===== src/rtl/interrupt_sequencer.sv =====
// Interrupt sequencer: edge-captures requests, injects bubble/push words into decode, then redirects fetch to the IVT.
// Optional macro IRQ_ROTATE_PRIORITY_EN selects round-robin grant priority instead of fixed (bit 0 highest).
module interrupt_sequencer #(
  parameter logic [15:0] BUBBLE_INSTR     = 16'h07F8,
  parameter logic [15:0] PUSH_PC_INSTR    = 16'hF480,
  parameter logic [15:0] PUSH_FLAGS_INSTR = 16'hF4C0
) (
  input  logic        clk,
  input  logic        rst,
  input  logic [3:0]  irqReq,
  input  logic [2:0]  functionBits,
  input  logic        stallIn,
  input  logic        rtiDone,
  output logic        fetchHold,
  output logic        injectValid,
  output logic [15:0] injectInstruction,
  output logic        fetchRedirect,
  output logic [1:0]  vectorIndex,
  output logic [3:0]  irqAck,
  output logic        inService
);

  typedef enum logic [2:0] {
    S_IDLE, S_WAIT_IMM, S_BUBBLE, S_PUSH_PC, S_PUSH_FLAGS, S_REDIRECT, S_IN_SERVICE
  } state_t;

  state_t      r_state;
  logic [3:0]  r_pending;
  logic [3:0]  r_prev;
  logic        r_live;
  logic [1:0]  r_grant;
  logic [3:0]  w_rise;
  logic [3:0]  w_ack;
  logic [3:0]  w_clr;
  logic [1:0]  w_pick;
`ifdef IRQ_ROTATE_PRIORITY_EN
  logic [1:0]  r_last;
  logic [1:0]  w_cand;
`endif

  // r_live masks the first sample after reset so a line held high across reset release is not an edge.
  assign w_rise = irqReq & ~r_prev & {4{r_live}};
  assign w_ack  = (r_state == S_REDIRECT) ? (4'b0001 << r_grant) : 4'b0000;
  // A stalled acknowledge stays asserted; the pending bit clears once, when the stall lets it retire.
  assign w_clr  = stallIn ? 4'b0000 : w_ack;

`ifdef IRQ_ROTATE_PRIORITY_EN
  always_comb begin
    w_pick = 2'd0;
    w_cand = 2'd0;
    for (int i = 3; i >= 0; i--) begin
      w_cand = r_last + 2'(i) + 2'd1;
      if (r_pending[w_cand]) w_pick = w_cand;
    end
  end
`else
  always_comb begin
    w_pick = 2'd0;
    for (int i = 3; i >= 0; i--) begin
      if (r_pending[i]) w_pick = 2'(i);
    end
  end
`endif

  always_ff @(posedge clk) begin
    if (!rst) begin
      r_state   <= S_IDLE;
      r_pending <= 4'b0000;
      r_prev    <= 4'b0000;
      r_live    <= 1'b0;
      r_grant   <= 2'd0;
`ifdef IRQ_ROTATE_PRIORITY_EN
      r_last    <= 2'd3;
`endif
    end else begin
      r_prev    <= irqReq;
      r_live    <= 1'b1;
      r_pending <= (r_pending & ~w_clr) | w_rise;
      if (!stallIn) begin
        case (r_state)
          S_IDLE: begin
            if (|r_pending) begin
              r_grant <= w_pick;
              r_state <= (functionBits == 3'b100) ? S_WAIT_IMM : S_BUBBLE;
            end
          end
          S_WAIT_IMM:   r_state <= S_BUBBLE;
          S_BUBBLE:     r_state <= S_PUSH_PC;
          S_PUSH_PC:    r_state <= S_PUSH_FLAGS;
          S_PUSH_FLAGS: r_state <= S_REDIRECT;
          S_REDIRECT: begin
            r_state <= S_IN_SERVICE;
`ifdef IRQ_ROTATE_PRIORITY_EN
            r_last  <= r_grant;
`endif
          end
          S_IN_SERVICE: if (rtiDone) r_state <= S_IDLE;
          default:      r_state <= S_IDLE;
        endcase
      end
    end
  end

  // Moore decode: every output is a function of the state and grant registers only.
  always_comb begin
    fetchHold         = 1'b0;
    injectValid       = 1'b0;
    injectInstruction = BUBBLE_INSTR;
    fetchRedirect     = 1'b0;
    vectorIndex       = 2'd0;
    irqAck            = w_ack;
    inService         = 1'b0;
    case (r_state)
      S_WAIT_IMM: fetchHold = 1'b1;
      S_BUBBLE: begin
        fetchHold   = 1'b1;
        injectValid = 1'b1;
      end
      S_PUSH_PC: begin
        fetchHold         = 1'b1;
        injectValid       = 1'b1;
        injectInstruction = PUSH_PC_INSTR;
      end
      S_PUSH_FLAGS: begin
        fetchHold         = 1'b1;
        injectValid       = 1'b1;
        injectInstruction = PUSH_FLAGS_INSTR;
      end
      S_REDIRECT: begin
        fetchHold     = 1'b1;
        fetchRedirect = 1'b1;
        vectorIndex   = r_grant;
      end
      S_IN_SERVICE: inService = 1'b1;
      default: ;
    endcase
  end

endmodule


===== config.mk =====
export PLATFORM = sky130hd
export DESIGN_NAME = interrupt_sequencer
export DESIGN_NICKNAME = d
export VERILOG_FILES = /design/src/rtl/interrupt_sequencer.sv
export SDC_FILE = /design/constraint.sdc
export NUM_CORES = 1
export LEC_CHECK = 0
export ABC_AREA = 1
export BUFFER_PORTS_ARGS = -buffer_cell sky130_fd_sc_hd__buf_2
export CAP_MARGIN = 10
export CORE_MARGIN = 2
export CORE_UTILIZATION = 46
export CTS_CLUSTER_SIZE = 40
export DETAILED_ROUTE_END_ITERATION = 8
export GPL_TIMING_DRIVEN = 0
export PLACE_DENSITY = 0.78
export RECOVER_POWER = 50
export SLEW_MARGIN = 20
export SYNTH_ARGS = -nofsm -noshare
export SYNTH_HDL_FRONTEND = slang
export SYNTH_SLANG_ARGS = --single-unit

===== constraint.sdc =====
create_clock -name clk -period 1.5 [get_ports clk]
set_input_delay 0.3 -clock clk [delete_from_list [all_inputs] [get_ports clk]]
set_output_delay 0.3 -clock clk [all_outputs]
set_load 0.01 [all_outputs]

Yosys cells after proc, flatten, opt, wreduce, memory -nomap -nowiden

Index checks and enable logic that the tools add are counted.

Equal/unequal tests: 9
Shifts and indexed selects: 1
Muxes and demuxes: 17
Bitwise logic cells: 7
Reductions and logical operators: 6

Operator list:

| operator                                         | count |
|---|---|
| case mux 16 bit (2 select lines)                 | 1 |
| case mux 3 bit (7 select lines)                  | 1 |
| AND 4 bit                                        | 3 |
| == test 3 bit (second input constant)            | 4 |
| two-way mux 2 bit                                | 6 |
| two-way mux 4 bit                                | 2 |
| inverter 4 bit                                   | 2 |
| == test 3 x 2 -> 1 bit (second input constant)   | 2 |
| two-way mux 3 bit                                | 2 |
| AND reduction 3 bit                              | 2 |
| two-way mux 1 bit                                | 5 |
| OR reduction 5 bit                               | 1 |
| inequality test 2 bit (second input constant)    | 2 |
| OR 4 bit                                         | 1 |
| OR reduction 4 bit                               | 1 |
| << shifter 1 x 2 -> 4 bit (first input constant) | 1 |
| == test 3 x 1 -> 1 bit (second input constant)   | 1 |
| logical NOT 3 bit                                | 1 |
| OR reduction 3 bit                               | 1 |
| inverter 1 bit                                   | 1 |

Register bits after elaboration: 14
Input port bits: 11
Output and inout port bits: 26
Word-level logic and storage cells: 45

Logic depth before layout (Yosys ltp)

Word-level depth: 6
Mapped depth: 7
Depth with buffers taken out: 7

Worst setup path before layout

OpenSTA, ideal clock, no wires.

Path type: flip-flop to output port
Start: register r_state[1]
End: output injectInstruction[4]
Arrival time: 1.149 ns
Data required time: 1.200 ns
Slack: 0.051 ns
Stages on the path, launching flop included: 8
Path buffers: 1
Cells stage by stage: dfxtp_1 > inv_1 > nand2_1 > nor2_1 > inv_1 > nand2_1 > inv_1 > buf_4

Word-level cells in the longest chain between the ends: 2
Elaborated cells between the ends (all ways): 3
Classes of those cells: eq/ne: 2; mux: 1

RTL lines:

| item                                                    | line | source |
|---|---|---|
| from (decl)                                             | 27   | `state_t r_state;` |
| from (signal assigned)                                  | 84   | `r_state <= (functionBits == 3'b100) ? S_WAIT_IMM : S_BUBBLE;` |
| == test 3 bit or == test 3 x 2 -> 1 bit (tied branches) | 113  | `case (r_state)` |
| case mux 16 bit (2 select lines) *                      | 113  |  |
| to (decl)                                               | 16   | `output logic [15:0] injectInstruction,` |

Every way passes the cells marked *; elsewhere a longest branch is shown, timed or not.

Final worst setup path

Start: register r_state[1]
End: output injectInstruction[9]

The elaborated chain is that of the path after synthesis.

==> out/summary.txt <==
outcome - finished, violations left
CTS tree - done
Synth-to-Final Area Change - 54.47%
CP max stage cell - dfxtp_4
async set or reset register ratio after synthesis - 0
largest net degree at the start of global routing - 11
Overflow after GRT - 0
DR vias - 939
Peak VDD IR - 0.5567 mV
vias in the first global route - 807
fin. max-slew vios - 0
Final Hold Fails - 0
global-route wire length before repair - 3029 um
Port Buffers - 30
FF-to-FF Start - r_state[1]
Initial Util - 0.4896
Final Setup Violations - 15
Setup TNS Final - -515.7 ps
most common cell after layout, fill and taps aside - nand2_1
layout cells sized above 1 - 0.4943
DRT Pass-1 Iters - 4
area share of the largest cell type after synthesis - 0.3280
slowest stage delay, CP - 370 ps
post-DR vias/cell - 4.672
clock tree buffer depth - 2
YS warnings - 0
final wirelength - 2234 um
violated checks - negative setup slack
Top Ports - 37
fmax - 635.6 MHz
endpoint class of the critical path - output pin
Hold Path Cell Cnt - 1
Synth area leaders - dfxtp_1 (33%), nand2_1 (12%), buf_4 (11%)
final design utilization - 0.7563
# DRC - 0
Tcrit/Tclk final - 1.049
min cycle time layout - 1573 ps
# rows - 15
initial antenna violation count - 0
Yosys top cell by area - dfxtp_1
flop-to-flop setup slack - 230 ps
Crit path required time - 1200 ps
Post-Synthesis Cells - 129
r2r endpoint - r_state[2]
Setup Crit Path Kind - flop to output pin
worst-path fanout max - 5
leakage power - 0.6776 nW
clk slew on worst S/H paths - 90 ps
critical path data arrival time - 1270 ps
commonest non-fill, non-tap cells in the layout - nand2_1 (24), buf_2 (21), buf_4 (17)
Hold Path Class - input pin to flop
Hold Path End - r_live
startpoint types - flop
Antenna Violating Nets Remaining - 0
Fillers - 123
worst reg2reg path depth - 6
Mapped Area - 854.6 um^2
Diodes inserted - 0
sequential cell area fraction in the yosys report - 0.3280
Max-Cap Viols - 0
Layout Skew - 2.606 ps
total power - 1.091 mW
worst-path cell chain - inv_4 > nand2_4 > nor2_4 > inv_2 > nand2_4 > inv_4 > buf_6 > buf_6
Die Wd - 47.10 um
Post-synth EDFFs - 0
area of the core - 1745 um^2
worst-skew pair later-pin latency - 280 ps
final setup margin - -73.23 ps
H-tree Lvls - 1
Power Density - 826.2 nW/um^2
GRT Resource Usage Total - 0.1953
RSZ-0062 raised after global routing - yes
Die Span Y - 47.10 um
# nets final - 188
DP HPWL - 1350 um
CTS Buf Count - 3
Routability Congestion - 0.7405
Seq cells post-synth - 14
post-synthesis area per instance - 6.625 um^2
synth unique cells - 21
Die Area - 2218 um^2
CTS sink cnt - 14
dominant synthesized flop cell - dfxtp_1
cts hold-fix bufs - 0
average routed wire per standard cell - 11.11 um
DP Worst Slack - -54.66 ps
DR iter-0 viols - 11
hold_sp - rst
clk root buf - clkbuf_4
## sequential cells by signal, indices dropped and copies added, names as in the netlist
register and cells:
r_pending 4, r_prev 4, r_state 3, r_grant 2, r_live 1
## worst max path at each step
stage / end / slack, ps / cells past startpoint / from
6_report: injectInstruction[9] / -70 / 8 / r_state[1]
5_1_grt: injectInstruction[8] / -130 / 8 / r_state[1]
4_1_cts: injectInstruction[4] / -110 / 8 / r_state[0]
3_5_place_dp: injectInstruction[4] / -50 / 8 / r_state[1]
3_3_place_gp: injectInstruction[5] / 0.5 / 8 / r_state[1]
2_1_floorplan: injectInstruction[4] / 50 / 7 / r_state[1]
## logic make-up (layout without fill, tap and decap cells)
group           count (synthesis)  after routing  share of synthesized area
simple gates                   70             70                     0.3909
buf+inv                        34             77                     0.2064
flops                          14             14                     0.3280
compound gates                  9              9                    0.06588
other cells                     2              6                   0.008788
## cells in the mapped netlist (2+ instances only)
cell type / count
nand3b_1: 4
a21oi_1: 4
dfxtp_1: 14
conb_1: 2
inv_1: 17
nor2_2: 3
o21bai_1: 2
nor3_1: 4
nand2_1: 27
inv_2: 3
nand3_1: 6
nand2_2: 5
nor2_1: 15
buf_4: 13
nand4_1: 4
## metrics by stage
stage	cells	hold slack, ps	instance area [um^2]
after global placement	188	413.7	1051
after global routing	201	109.1	1320
after CTS	200	121.6	1242
after floorplan	133	327.7	869.6
final	201	124.2	1320
after detailed placement	188	417.5	1051
## report_power, final
part / internal (mW) / switching, mW / leakage (nW)
Sequential: 0.403 / 0.0329 / 0.118
Combinational: 0.180 / 0.202 / 0.538
Clock: 0.148 / 0.125 / 0.0210
## timing repair
| item | 4_1_cts | 5_1_grt |
|---|---|---|
| setup buffers | 8 | 1 |
| setup endpoints to repair | 18 | 19 |
| cloned | 0 | 0 |
| gates resized for setup | 28 | 17 |
| pin swaps | 3 | 4 |
## layer usage
layer	track usage	wire length (um)	vias to the layer above
met4	0.07778	12	0
met1	0.2047	863	430
met3	0.05000	115	2
met2	0.3671	1243	33
li1	-	-	474
met5	0	0	-
## area by class of cell
type | instances | area [um^2] | area share
Timing Repair Buffer | 39 | 277.8 | 0.2104
Buffer | 14 | 116.4 | 0.08815
Tap cell | 25 | 31.28 | 0.02370
Clock buffer | 4 | 36.28 | 0.02749
Sequential cell | 14 | 292.8 | 0.2218
Multi-Input combinational cell | 85 | 475.5 | 0.3602
Inverter | 20 | 90.09 | 0.06825
## critical path: cells and delay by family, from the launching register on
| kind | cells | cell delay, ps |
|---|---|---|
| AND/OR/NAND/NOR | 3 | 230 |
| flip-flops | 1 | 370 |
| buffers and inverters | 5 | 410 |
Note: power is estimated with default switching activity, not from simulation.
